## src/rtl/uart_pkg.sv

```systemverilog
// Shared UART definitions: parity encodings, FSM states, latched frame config.
package uart_pkg;

  typedef enum logic [1:0] {
    PAR_NONE = 2'b00,
    PAR_EVEN = 2'b01,
    PAR_ODD  = 2'b10,
    PAR_MARK = 2'b11
  } parity_e;

  typedef enum logic [2:0] {
    ST_IDLE   = 3'd0,
    ST_START  = 3'd1,
    ST_DATA   = 3'd2,
    ST_PARITY = 3'd3,
    ST_STOP   = 3'd4
  } tx_state_e;

  // Per-frame line format captured at acceptance.
  typedef struct packed {
    parity_e parity;
    logic    stop2;
  } tx_cfg_t;

  // Parity bit from the XOR-reduction of the data bits.
  function automatic logic parity_bit(input parity_e mode, input logic red_xor);
    logic p;
    case (mode)
      PAR_EVEN: p = red_xor;
      PAR_ODD:  p = ~red_xor;
      default:  p = 1'b1;  // mark; PAR_NONE never sends a parity bit
    endcase
    return p;
  endfunction

endpackage

```

## src/rtl/uart_bit_timer.sv

```systemverilog
// Loadable down-counter: bit_done pulses in the last cycle of each bit period.
module uart_bit_timer #(
  parameter int DIV_W = 16
) (
  input  logic             clk,
  input  logic             rst,
  input  logic             load,
  input  logic             en,
  input  logic [DIV_W-1:0] period,  // cycles per bit, must be >= 1
  output logic             bit_done
);

  logic [DIV_W-1:0] cnt_q;

  assign bit_done = en & (cnt_q == '0);

  // Load restarts the period; while enabled the counter reloads itself each bit.
  always_ff @(posedge clk or posedge rst) begin
    if (rst) begin
      cnt_q <= '0;
    end else if (load) begin
      cnt_q <= period - DIV_W'(1);
    end else if (en) begin
      cnt_q <= (cnt_q == '0) ? period - DIV_W'(1) : cnt_q - DIV_W'(1);
    end
  end

endmodule

```

## src/rtl/uart_tx_core.sv

```systemverilog
// UART transmitter: start, DATA_W data bits LSB first, optional parity, 1-2 stops.
module uart_tx_core
  import uart_pkg::*;
#(
  parameter int DATA_W = 8,
  parameter int DIV_W  = 16
) (
  input  logic              clk,
  input  logic              rst,
  input  logic [DIV_W-1:0]  div,
  input  logic [1:0]        parity_mode,
  input  logic              stop2,
  input  logic [DATA_W-1:0] s_data,
  input  logic              s_valid,
  output logic              s_ready,
  output logic              txd,
  output logic              busy
);

  if (DATA_W < 5 || DATA_W > 9) begin : g_bad_data_w
    $error("uart_tx_core: DATA_W must be within 5..9");
  end

  localparam int                IDX_W    = $clog2(DATA_W);
  localparam logic [IDX_W-1:0]  LAST_IDX = IDX_W'(DATA_W - 1);

  tx_state_e         state_q, state_d;
  logic [DATA_W-1:0] data_q, data_d;
  tx_cfg_t           cfg_q, cfg_d;
  logic [DIV_W-1:0]  div_q, div_d;
  logic [IDX_W-1:0]  idx_q, idx_d;
  logic              stop_idx_q, stop_idx_d;
  logic              txd_q, txd_d;
  logic              armed_q;  // holds s_ready low until the first edge after reset

  logic              bit_done;
  logic              accept;
  logic              last_stop;
  logic [DIV_W-1:0]  div_eff;

  assign div_eff   = (div == '0) ? DIV_W'(1) : div;
  assign last_stop = (stop_idx_q == cfg_q.stop2);
  assign accept    = s_valid & s_ready;

  // Ready while idle, and in the final cycle of the final stop bit so frames abut.
  assign s_ready = armed_q & ((state_q == ST_IDLE) |
                              ((state_q == ST_STOP) & bit_done & last_stop));
  assign busy    = (state_q != ST_IDLE);
  assign txd     = txd_q;

  uart_bit_timer #(.DIV_W(DIV_W)) u_timer (
    .clk      (clk),
    .rst      (rst),
    .load     (accept),
    .en       (busy),
    .period   (accept ? div_eff : div_q),
    .bit_done (bit_done)
  );

  // Next-state, bit sequencing, and the next line level.
  always_comb begin
    state_d    = state_q;
    data_d     = data_q;
    cfg_d      = cfg_q;
    div_d      = div_q;
    idx_d      = idx_q;
    stop_idx_d = stop_idx_q;
    txd_d      = 1'b1;

    case (state_q)
      ST_START: begin
        if (bit_done) begin
          state_d = ST_DATA;
          idx_d   = '0;
        end
      end
      ST_DATA: begin
        if (bit_done) begin
          if (idx_q == LAST_IDX) begin
            state_d    = (cfg_q.parity != PAR_NONE) ? ST_PARITY : ST_STOP;
            stop_idx_d = 1'b0;
          end else begin
            idx_d = idx_q + IDX_W'(1);
          end
        end
      end
      ST_PARITY: begin
        if (bit_done) begin
          state_d    = ST_STOP;
          stop_idx_d = 1'b0;
        end
      end
      ST_STOP: begin
        if (bit_done) begin
          if (last_stop) state_d    = ST_IDLE;
          else           stop_idx_d = 1'b1;
        end
      end
      default: state_d = ST_IDLE;
    endcase

    // Acceptance only happens in IDLE or the last stop cycle; it overrides both.
    if (accept) begin
      state_d      = ST_START;
      data_d       = s_data;
      cfg_d.parity = parity_e'(parity_mode);
      cfg_d.stop2  = stop2;
      div_d        = div_eff;
      idx_d        = '0;
      stop_idx_d   = 1'b0;
    end

    case (state_d)
      ST_START:  txd_d = 1'b0;
      ST_DATA:   txd_d = data_d[idx_d];
      ST_PARITY: txd_d = parity_bit(cfg_d.parity, ^data_d);
      default:   txd_d = 1'b1;
    endcase
  end

  // State, latched frame and registered line output.
  always_ff @(posedge clk or posedge rst) begin
    if (rst) begin
      state_q    <= ST_IDLE;
      data_q     <= '0;
      cfg_q      <= '{parity: PAR_NONE, stop2: 1'b0};
      div_q      <= '0;
      idx_q      <= '0;
      stop_idx_q <= 1'b0;
      txd_q      <= 1'b1;
      armed_q    <= 1'b0;
    end else begin
      state_q    <= state_d;
      data_q     <= data_d;
      cfg_q      <= cfg_d;
      div_q      <= div_d;
      idx_q      <= idx_d;
      stop_idx_q <= stop_idx_d;
      txd_q      <= txd_d;
      armed_q    <= 1'b1;
    end
  end

endmodule
```

## config.mk

```make
export PLATFORM = sky130hd
export DESIGN_NAME = uart_tx_core
export DESIGN_NICKNAME = d
export VERILOG_FILES = /design/src/rtl/uart_pkg.sv /design/src/rtl/uart_bit_timer.sv /design/src/rtl/uart_tx_core.sv
export SDC_FILE = /design/constraint.sdc
export NUM_CORES = 1
export LEC_CHECK = 0
export ABC_AREA = 0
export BUFFER_PORTS_ARGS = -buffer_cell sky130_fd_sc_hd__buf_2
export CAP_MARGIN = 10
export CORE_UTILIZATION = 30
export CTS_BUF_LIST = sky130_fd_sc_hd__clkbuf_4 sky130_fd_sc_hd__clkbuf_8
export DETAILED_ROUTE_END_ITERATION = 16
export HOLD_SLACK_MARGIN = 0.02
export PLACE_DENSITY = 0.55
export SETUP_SLACK_MARGIN = 0.3
export SYNTH_ARGS = -nofsm -noshare
export SYNTH_HDL_FRONTEND = slang
export SYNTH_SLANG_ARGS = --single-unit
```

## constraint.sdc

```tcl
create_clock -name clk -period 4.4 [get_ports clk]
set_clock_uncertainty 0.2 [all_clocks]
set_input_delay 0.44 -clock clk [delete_from_list [all_inputs] [get_ports clk]]
set_output_delay 0.44 -clock clk [all_outputs]
set_load 0.05 [all_outputs]
```

==> metrics.txt <==
outcome complete, no violations; Synth top area share between 30 and 40%; R2R Path End u_timer.cnt_q[14]; Min Clock Period, post-route around 3.7 ns; Max FO, Critical Path 6; worst hold stages 2; Antenna Cells 0; Worst R2R Setup Slack just over 0.7 ns; RSZ-0062 raised after global routing false; CP Capture Type flip-flop; total grt overflow 0; DP Wirelength 6150 um; CP cell instances inv_1 -> ha_1 -> nor4b_4 -> nand4_4 -> a21oi_4 -> mux2i_1 -> ha_1 -> or4bb_1 -> mux2i_2 -> nand4_1 -> xnor2_1 -> a221oi_2; pwr dens ~540 nW/um2; overall power around 2000 uW; Worst setup SP type flip-flop; Crit path required time about 4.4 ns; Hold Startpoint stop2; most frequent CP cell ha_1; number of global-route vias before repair ~2800; post-CTS setup buffer count 0; Primary FF master, synth dfrtp_1; Iteration-0 DRC Markers about 220; fillcell total roughly 1200; per-cell routed wire length approximately 16 um; clock sinks 52; mapped cell area 3380 um2; leakage approximately 0.0015 uW; Final Hold Viols 0; dpl ws 0.489 ns; #FFs+latches synth 52; Slew headroom a little under half; Layout Cells excl Fill roughly 520; final period utilization 83.9%; WHS Endpoint cfg_q[0]; first-pass GRT wire length roughly 14000 um; Starting Density between 30% and 40%; most common cell in the netlist dfrtp_1; Syn Area/Cell between 9 and 10 um2; Peak VDD IR about 0.23 mV; clock buffer depth 2; final instance area 3780 um2; Ports 33; All-Layer GR Usage between 10% and 20%; gpl congestion 0.861; Slowest-stage cell, CP or4bb_1; reg2reg path depth 12; yosys warns 0; WP data arrival approximately 3.7 ns; clock edge transition at the registers on the reported setup and hold paths 0.09 ns; Async S/R FF share, synth 100%; site row count 38; port buffer count 32; Slew @ Worst Pin between 0.8 and 0.9 ns; vias post-DR between 2000 and 3000; share of cells above drive strength 1 between 20% and 30%; CTS tree done; Synth area leaders dfrtp_1 (38%), mux2_2 (7.7%), xnor2_1 (4.9%); total core area 10900 um2; fin. max-slew vios 0; Post-Syn Instances between 300 and 400; largest net degree at the start of global routing 35; placed cell count around 510; sequential share of the synthesized area 38.5%; Synth Net Count ~390; most frequent cells after synthesis dfrtp_1 (51), nand2_1 (30), mux2_2 (23), o21ai_0 (21), nor2_1 (20); fmax between 200 and 300 MHz; residual DRC count 0; initial antenna violation count 0; CTS buffer count 5; largest area contributor in the netlist dfrtp_1; endpoints failing setup 0; Nets ~420; Crit Path Class reg2reg; clock insertion delay at the later pin of the skew report approximately 0.31 ns; H-Tree Depth 2; routed wire length 8140 um; worst setup margin 0.707 ns; Layout area overhead 11.9%; CTS root buffer clkbuf_8; post-route setup TNS 0 ns; Die Y around 110 um; Routed Antenna Nets 0; Tightest Hold Check Type in2reg; drt pass-1 iters 4; Post-DP Area approximately 3700 um2; post-synth cell types 64; Vias/cell ~5.3; worst r2r src u_timer.cnt_q[0]; Max stage delay on crit path around 0.43 ns; Post-synth EDFFs 0; chip width about 110 um; die area 11700 um2; Max-cap violations 0
layer usage:
metal  up-vias  global-route usage (%)  share of wire (%)
met1      1334                    21.7                 50
met4         0                    4.70                1.4
met2        62                    23.7                 44
met3         7                    1.99                4.6
met5         -                       0                  0
li1       1342                       -                  -
through the flow:
step / hold WS (ns) / utilization, %
finish: 0.161 / 34.6
global route: 0.162 / 34.6
CTS: 0.157 / 34.5
detailed placement: 0.257 / 33.6
global placement: 0.247 / 33.6
floorplan: 0.278 / -
power by group:
group	switching [uW]	leakage (uW)	internal (uW)	total, uW
clock network	159	0.0000510	126	285
registers	206	0.000618	672	878
logic	463	0.000837	418	881
sequential cells by signal (all words and copies together), names as in the netlist:
register / cells
state_q: 3
u_timer.cnt_q: 16
txd: 1
stop_idx_q: 1
armed_q: 1
idx_q: 3
div_q: 16
data_q: 8
cfg_q: 3
worst max-delay path, delay by kind of cell (launching register included):
family                   cells  cell delay, ns
AO/OA/AOI/OAI                2            0.53
multiplexers                 2            0.62
adder cells (fa/ha/maj)      2            0.45
AND/OR/NAND/NOR              4            1.14
XOR/XNOR                     1            0.18
buffers and inverters        1            0.07
flip-flops                   1            0.42
worst max-delay path by stage:
stage	start	endpoint	slack, ns
after global placement	u_timer.cnt_q[0]	u_timer.cnt_q[14]	0.70
after CTS	u_timer.cnt_q[0]	u_timer.cnt_q[14]	0.47
after global routing	u_timer.cnt_q[0]	u_timer.cnt_q[14]	0.38
after floorplan	u_timer.cnt_q[0]	u_timer.cnt_q[14]	0.35
final	u_timer.cnt_q[0]	u_timer.cnt_q[14]	0.71
after detailed placement	u_timer.cnt_q[0]	u_timer.cnt_q[14]	0.49
layout by cell type, fill, tap and decap left out, types with 6 or more instances in the layout:
cell	n
a21oi_1	17
buf_2	32
clkbuf_8	6
dfrtp_1	51
inv_1	17
mux2_2	23
mux2i_1	15
nand2_1	30
nand3_1	9
nor2_1	20
nor3_1	12
nor4_1	11
o21ai_0	21
xnor2_1	19
xor2_1	7
timing repair:
item,in CTS,in global routing
hold buffers,1,0
gates resized for setup,0,2
hold endpoints to repair,18,0
endpoints found under the setup margin,0,2
cells by family (layout without fill, tap and decap cells):
family | Yosys count | in the layout | share of synthesized area (%)
AO/OA/AOI/OAI | 72 | 72 | 14.4
XOR/XNOR | 26 | 26 | 6.73
adder cells (fa/ha/maj) | 5 | 5 | 1.85
buffers and inverters | 33 | 64 | 4.55
flip-flops | 52 | 52 | 38.5
multiplexers | 40 | 40 | 12.8
other | 1 | 1 | 0.111
AND/OR/NAND/NOR | 122 | 122 | 21.0
final cells by class:
cell class,count,area (um2),area share [%]
Tap cell,140,175,4.63
Sequential cell,52,1300,34.4
Inverter,18,67.6,1.79
Clock inverter,2,10.0,0.264
Multi-Input combinational cell,266,1940,51.2
Clock buffer,6,82.6,2.18
Timing Repair Buffer,38,208,5.49
Note: power is estimated with default switching activity, not from simulation.
